==> config.mk <==
export PLATFORM = sky130hd
export DESIGN_NAME = vga_text_writer
export DESIGN_NICKNAME = d
export VERILOG_FILES = /design/src/rtl/vga_text_writer.sv
export SDC_FILE = /design/constraint.sdc
export NUM_CORES = 1
export LEC_CHECK = 0
export BUFFER_PORTS_ARGS = -buffer_cell sky130_fd_sc_hd__buf_2
export CAP_MARGIN = 20
export CORE_ASPECT_RATIO = 2
export CORE_MARGIN = 1
export CORE_UTILIZATION = 50
export DETAILED_ROUTE_END_ITERATION = 10
export PLACE_DENSITY = 0.83
export SYNTH_ARGS = -nofsm -noshare
export SYNTH_HDL_FRONTEND = slang
export SYNTH_SLANG_ARGS = --single-unit
export TNS_END_PERCENT = 50
==> constraint.sdc <==
create_clock -name clk -period 2.99 [get_ports clk]
set_input_delay 0.1495 -clock clk [delete_from_list [all_inputs] [get_ports clk]]
set_output_delay 0.1495 -clock clk [all_outputs]
set_load 0.01 [all_outputs]
==> src/rtl/vga_text_writer.sv <==
// Console-style byte writer for the VGA text buffer: tracks an 80x30 cursor,
// interprets LF/CR/BS/FF, and blanks the screen or a single row with write bursts.
module vga_text_writer #(
    parameter int          COLS  = 80,
    parameter int          ROWS  = 30,
    parameter logic [7:0]  BLANK = 8'h20
) (
    input  logic        clk,
    input  logic        rst,
    input  logic        in_valid,
    input  logic [7:0]  in_char,
    output logic        in_ready,
    output logic        wen,
    output logic [11:0] w_addr,
    output logic [7:0]  w_data,
    output logic [6:0]  cursor_col,
    output logic [4:0]  cursor_row
);

    localparam logic [11:0] COLS_W   = 12'(COLS);
    localparam logic [11:0] TOTAL_W  = 12'(COLS * ROWS);
    localparam logic [6:0]  LAST_COL = 7'(COLS - 1);
    localparam logic [4:0]  LAST_ROW = 5'(ROWS - 1);

    localparam logic [7:0] CH_BS = 8'h08;
    localparam logic [7:0] CH_LF = 8'h0A;
    localparam logic [7:0] CH_FF = 8'h0C;
    localparam logic [7:0] CH_CR = 8'h0D;
    localparam logic [7:0] CH_DEL = 8'h7F;

    typedef enum logic [1:0] {
        S_CLEAR,
        S_IDLE,
        S_LINECLR
    } state_t;

    state_t      state_q;
    logic [11:0] cnt_q;
    logic [6:0]  col_q;
    logic [4:0]  row_q;
    logic        ready_q;
    logic        wen_q;
    logic [11:0] addr_q;
    logic [7:0]  data_q;

    logic [4:0]  row_nxt;
    logic [11:0] row_base;
    logic        is_ctrl;

    // The cursor row never exceeds ROWS-1, so row_base + col stays below COLS*ROWS.
    assign row_nxt  = (row_q == LAST_ROW) ? 5'd0 : row_q + 5'd1;
    assign row_base = 12'(row_q) * COLS_W;
    assign is_ctrl  = (in_char < 8'h20) || (in_char == CH_DEL);

    always_ff @(posedge clk) begin
        if (rst) begin
            state_q <= S_CLEAR;
            cnt_q   <= '0;
            col_q   <= '0;
            row_q   <= '0;
            ready_q <= 1'b0;
            wen_q   <= 1'b0;
            addr_q  <= '0;
            data_q  <= '0;
        end else begin
            wen_q <= 1'b0;
            case (state_q)
                S_CLEAR: begin
                    if (cnt_q == TOTAL_W) begin
                        state_q <= S_IDLE;
                        ready_q <= 1'b1;
                        cnt_q   <= '0;
                    end else begin
                        wen_q  <= 1'b1;
                        addr_q <= cnt_q;
                        data_q <= BLANK;
                        cnt_q  <= cnt_q + 12'd1;
                    end
                end
                S_LINECLR: begin
                    if (cnt_q == COLS_W) begin
                        state_q <= S_IDLE;
                        ready_q <= 1'b1;
                        cnt_q   <= '0;
                    end else begin
                        wen_q  <= 1'b1;
                        addr_q <= row_base + cnt_q;
                        data_q <= BLANK;
                        cnt_q  <= cnt_q + 12'd1;
                    end
                end
                S_IDLE: begin
                    if (in_valid && ready_q) begin
                        case (in_char)
                            CH_LF: begin
                                col_q   <= '0;
                                row_q   <= row_nxt;
                                state_q <= S_LINECLR;
                                ready_q <= 1'b0;
                                cnt_q   <= '0;
                            end
                            CH_CR: col_q <= '0;
                            CH_BS: begin
                                if (col_q != 7'd0) begin
                                    col_q  <= col_q - 7'd1;
                                    wen_q  <= 1'b1;
                                    addr_q <= row_base + 12'(col_q) - 12'd1;
                                    data_q <= BLANK;
                                end
                            end
                            CH_FF: begin
                                col_q   <= '0;
                                row_q   <= '0;
                                state_q <= S_CLEAR;
                                ready_q <= 1'b0;
                                cnt_q   <= '0;
                            end
                            default: begin
                                if (!is_ctrl) begin
                                    wen_q  <= 1'b1;
                                    addr_q <= row_base + 12'(col_q);
                                    data_q <= in_char;
                                    if (col_q == LAST_COL) begin
                                        col_q   <= '0;
                                        row_q   <= row_nxt;
                                        state_q <= S_LINECLR;
                                        ready_q <= 1'b0;
                                        cnt_q   <= '0;
                                    end else begin
                                        col_q <= col_q + 7'd1;
                                    end
                                end
                            end
                        endcase
                    end
                end
                default: begin
                    state_q <= S_CLEAR;
                    ready_q <= 1'b0;
                    cnt_q   <= '0;
                end
            endcase
        end
    end

    assign in_ready   = ready_q;
    assign wen        = wen_q;
    assign w_addr     = addr_q;
    assign w_data     = data_q;
    assign cursor_col = col_q;
    assign cursor_row = row_q;

endmodule

==> metrics.txt <==
register area share after synthesis 0.253; RSZ-0062 raised after global routing false; root cell of the clock tree sky130_fd_sc_hd__clkbuf_16; post-synth cell types 74; delay of the slowest critical-path stage around 0.51 ns; Reg2Reg Depth 9; Mapped Cells 473; detailed-route via count roughly 4.0k; critical-path cell with the highest stage delay sky130_fd_sc_hd__or4_4; Most Frequent Cell on Critical Path sky130_fd_sc_hd__ha_4; maximum level of the CTS H-tree 2; syn_area_per_cell 8.04 um^2; number of global-route vias before repair 3931; worst slew pin tran ~0.73 ns; number of detailed-route iterations in the first pass 6; depth of the worst hold-timing path 3; clk_lat worst skew between 0.3 and 0.4 ns; ratio of final minimum period to clock period 0.975; via/cell ratio ~6.7; status finished clean; Area Overhead vs Synth 13.9%; share of final-layout standard cells stronger than drive strength 1 0.164; post-route setup TNS 0 ns; mux contribution to synthesized area 0.0217; drc violations 0; Layout Nets around 550; Die Ht 125 um; final weighted congestion in routability-driven placement 0.896; clock slew at the register clock pins of the worst setup and hold paths 0.08 ns; total gr overflow 0; yosys warns 0; sequence of cells on the critical path ha_4 -> ha_4 -> fa_2 -> nor2b_1 -> a22o_1 -> or4_4 -> o311a_1 -> o211ai_1 -> o221ai_1; wirelength, routed 11400 um; Power Density 310 nW/um^2; first-pass GRT wire length 18500 um; count of endpoints failing setup in the final report 0; fin crit period 2.91 ns; max-slew headroom at the worst pin 0.515; floorplan die width 63.7 um; synthesized-area fraction occupied by ao, oa, aoi and oai cells 0.247; number of fill cells in the layout ~630; aggregate global-route resource usage 0.294; leakage power of the design approximately 1.8 nW; Post-Synthesis Net Count 515; initial detailed-routing violation count 480; Non-Filler Cell Area, Final 4330 um^2; average wire per standard cell 18.9 um; Post-synth EDFFs 0; placeable core region between 7000 and 8000 um^2; category of the critical setup timing path flip-flop to flip-flop; Total Die Area 7980 um^2; Critical Path Start Type flip-flop; xor/xnor cell area share of the yosys netlist 0.0566; path type of the worst min-delay path primary input to flip-flop; number of buffers added by the clock tree synthesis step 5; top achievable clock speed 0.343 GHz; proportion of register bits with asynchronous set or reset after synthesis 0; starting density of the core 0.520; antenna diode count 0; Final Max Slew Viols 0; combined area of all synthesized cells approximately 3800 um^2; overall power after layout roughly 1.3 mW; maximum capacitance violations 0; CTS tree built; area post-placement 4150 um^2; count of buffers inserted at the top-level ports 44; number of placed I/O pins 45; Cell Rows 44; hold violation count in the final report 0; peak fanout along the critical path 4; share of the synthesized area in the top cell type 0.253; Crit path arrival time 3.09 ns; Antenna Nets Post-Route 0; cell types occupying the most area after synthesis sky130_fd_sc_hd__dfxtp_1, sky130_fd_sc_hd__ha_1, sky130_fd_sc_hd__a21oi_1, sky130_fd_sc_hd__nor2_1, sky130_fd_sc_hd__nand2_1; simple-gate portion of the synthesized area 0.259; number of storage elements in the synthesis netlist 48; Fin Hold WS 0.158 ns; data required time at the worst endpoint 3.16 ns; pin count of the biggest net entering global routing 36; cell taking the most area after synthesis sky130_fd_sc_hd__dfxtp_1; arithmetic-cell share of the synthesized area counting full adders, half adders and majority gates 0.108; Clock Sinks 48; Post-DP HPWL between 8000 and 9000 um; initial antenna violation count 0; largest family of logic cells by synthesized area simple AND/OR/NAND/NOR gates; worst-case vdd ir drop around 0.00035 V; number of buffers added to fix hold violations after cts 0; crit end category flip-flop; largest buffer count on any clock path 2; top flip-flop cell by instance count after synthesis sky130_fd_sc_hd__dfxtp_1; clock skew 0.00901 ns
==> Yosys cell counts, types with 11 or more instances <==
master                     count
sky130_fd_sc_hd__inv_1        24
sky130_fd_sc_hd__nand2_1      41
sky130_fd_sc_hd__ha_1         28
sky130_fd_sc_hd__a211oi_1     12
sky130_fd_sc_hd__nand4_1      11
sky130_fd_sc_hd__nor2_1       43
sky130_fd_sc_hd__nand3_1      19
sky130_fd_sc_hd__dfxtp_1      48
sky130_fd_sc_hd__nor3_1       11
sky130_fd_sc_hd__clkbuf_1     18
sky130_fd_sc_hd__xnor2_1      13
sky130_fd_sc_hd__a21oi_1      34
==> what timing repair did <==
action,4_1_cts,5_1_grt
endpoints found under the hold margin,0,0
pin swaps,0,3
gates cloned,0,0
gates resized for setup,2,3
endpoints found under the setup margin,2,4
buffers inserted,0,0
==> critical path, delay by kind of cell (launching register included) <==
family / cells / cell delay [ns]
adders and majority gates: 3 / 0.91
AOI/OAI and AO/OA: 4 / 0.86
and+or+nand+nor: 2 / 0.66
DFF: 1 / 0.35
==> logic make-up after synthesis <==
| family | after synthesis |
|---|---|
| AO/OA/AOI/OAI | 128 |
| XOR/XNOR | 23 |
| AND/OR/NAND/NOR | 185 |
| multiplexers | 7 |
| adder cells (fa/ha/maj) | 31 |
| flip-flops | 48 |
| buffers and inverters | 51 |
==> placed cells by master, fill, tap and decap left out, drive strengths merged, types with 4 or more instances in the layout <==
master / synthesis / layout
nor2b: 4 / 4
nor3: 11 / 11
a21oi: 34 / 34
dfxtp: 48 / 48
ha: 28 / 28
and3: 7 / 7
o211ai: 7 / 7
o31ai: 8 / 8
nor4b: 4 / 4
buf: 9 / 59
a211oi: 12 / 12
a21o: 4 / 4
nand4: 11 / 11
and2: 4 / 4
nor3b: 4 / 4
nor2: 43 / 43
a21boi: 4 / 4
inv: 24 / 25
xor2: 9 / 9
mux2i: 6 / 6
nor4: 10 / 10
nand2: 41 / 41
nand3: 19 / 19
nand2b: 6 / 6
or4: 8 / 8
xnor2: 13 / 13
o2111ai: 4 / 4
clkbuf: 18 / 6
o21ai: 11 / 11
==> final cells by class <==
cell class / instances / area (um^2) / area share
clock inverter: 2 / 13.8 / 0.00318
clock buffer: 6 / 139 / 0.0321
sequential: 48 / 966 / 0.223
inverter: 24 / 90.1 / 0.0208
tap: 92 / 115 / 0.0266
multi-input combinational: 374 / 2680 / 0.618
timing repair buffer: 59 / 333 / 0.0768
==> stage by stage <==
step | setup slack (ns) | cells | utilization
after floorplan | 0.0169 | 473 | -
after global placement | 0.0119 | 597 | 0.567
after detailed placement | -0.0683 | 597 | 0.567
after CTS | 0.00454 | 605 | 0.588
after global routing | 0.0127 | 605 | 0.592
final | 0.0753 | 605 | 0.592
==> where the power goes <==
| group | total [mW] | switching, mW | internal [mW] | leakage [nW] |
|---|---|---|---|---|
| clock network | 0.614 | 0.280 | 0.334 | 0.0734 |
| registers | 0.651 | 0.00586 | 0.645 | 0.390 |
| logic | 0.0789 | 0.0536 | 0.0253 | 1.31 |
==> layer usage <==
layer,vias to the layer above,global-route usage,share of wire
met2,204,0.501,0.51
met4,0,0.233,0.071
met3,71,0.0566,0.061
met5,-,0,0
li1,1852,-,-
met1,1914,0.305,0.36
==> flip-flops by register name, indices dropped and copies added (netlist names) <==
signal and cells:
cnt_q 12, w_addr 12, w_data 8, cursor_col 7, cursor_row 5, state_q 2, in_ready 1, wen 1
==> final timing paths <==
check                                   from                       to  slack (ns)
setup reg to reg  cursor_row[1]$_SDFFE_PP0P_  w_addr[11]$_SDFFE_PP0P_        0.08
hold reg to reg       w_data[0]$_SDFFE_PP0P_   w_data[0]$_SDFFE_PP0P_        0.45
setup / recovery  cursor_row[1]$_SDFFE_PP0P_  w_addr[11]$_SDFFE_PP0P_        0.08
hold / removal                    in_char[6]   w_data[6]$_SDFFE_PP0P_        0.16
No activity file was read; power rests on OpenSTA's default activity.
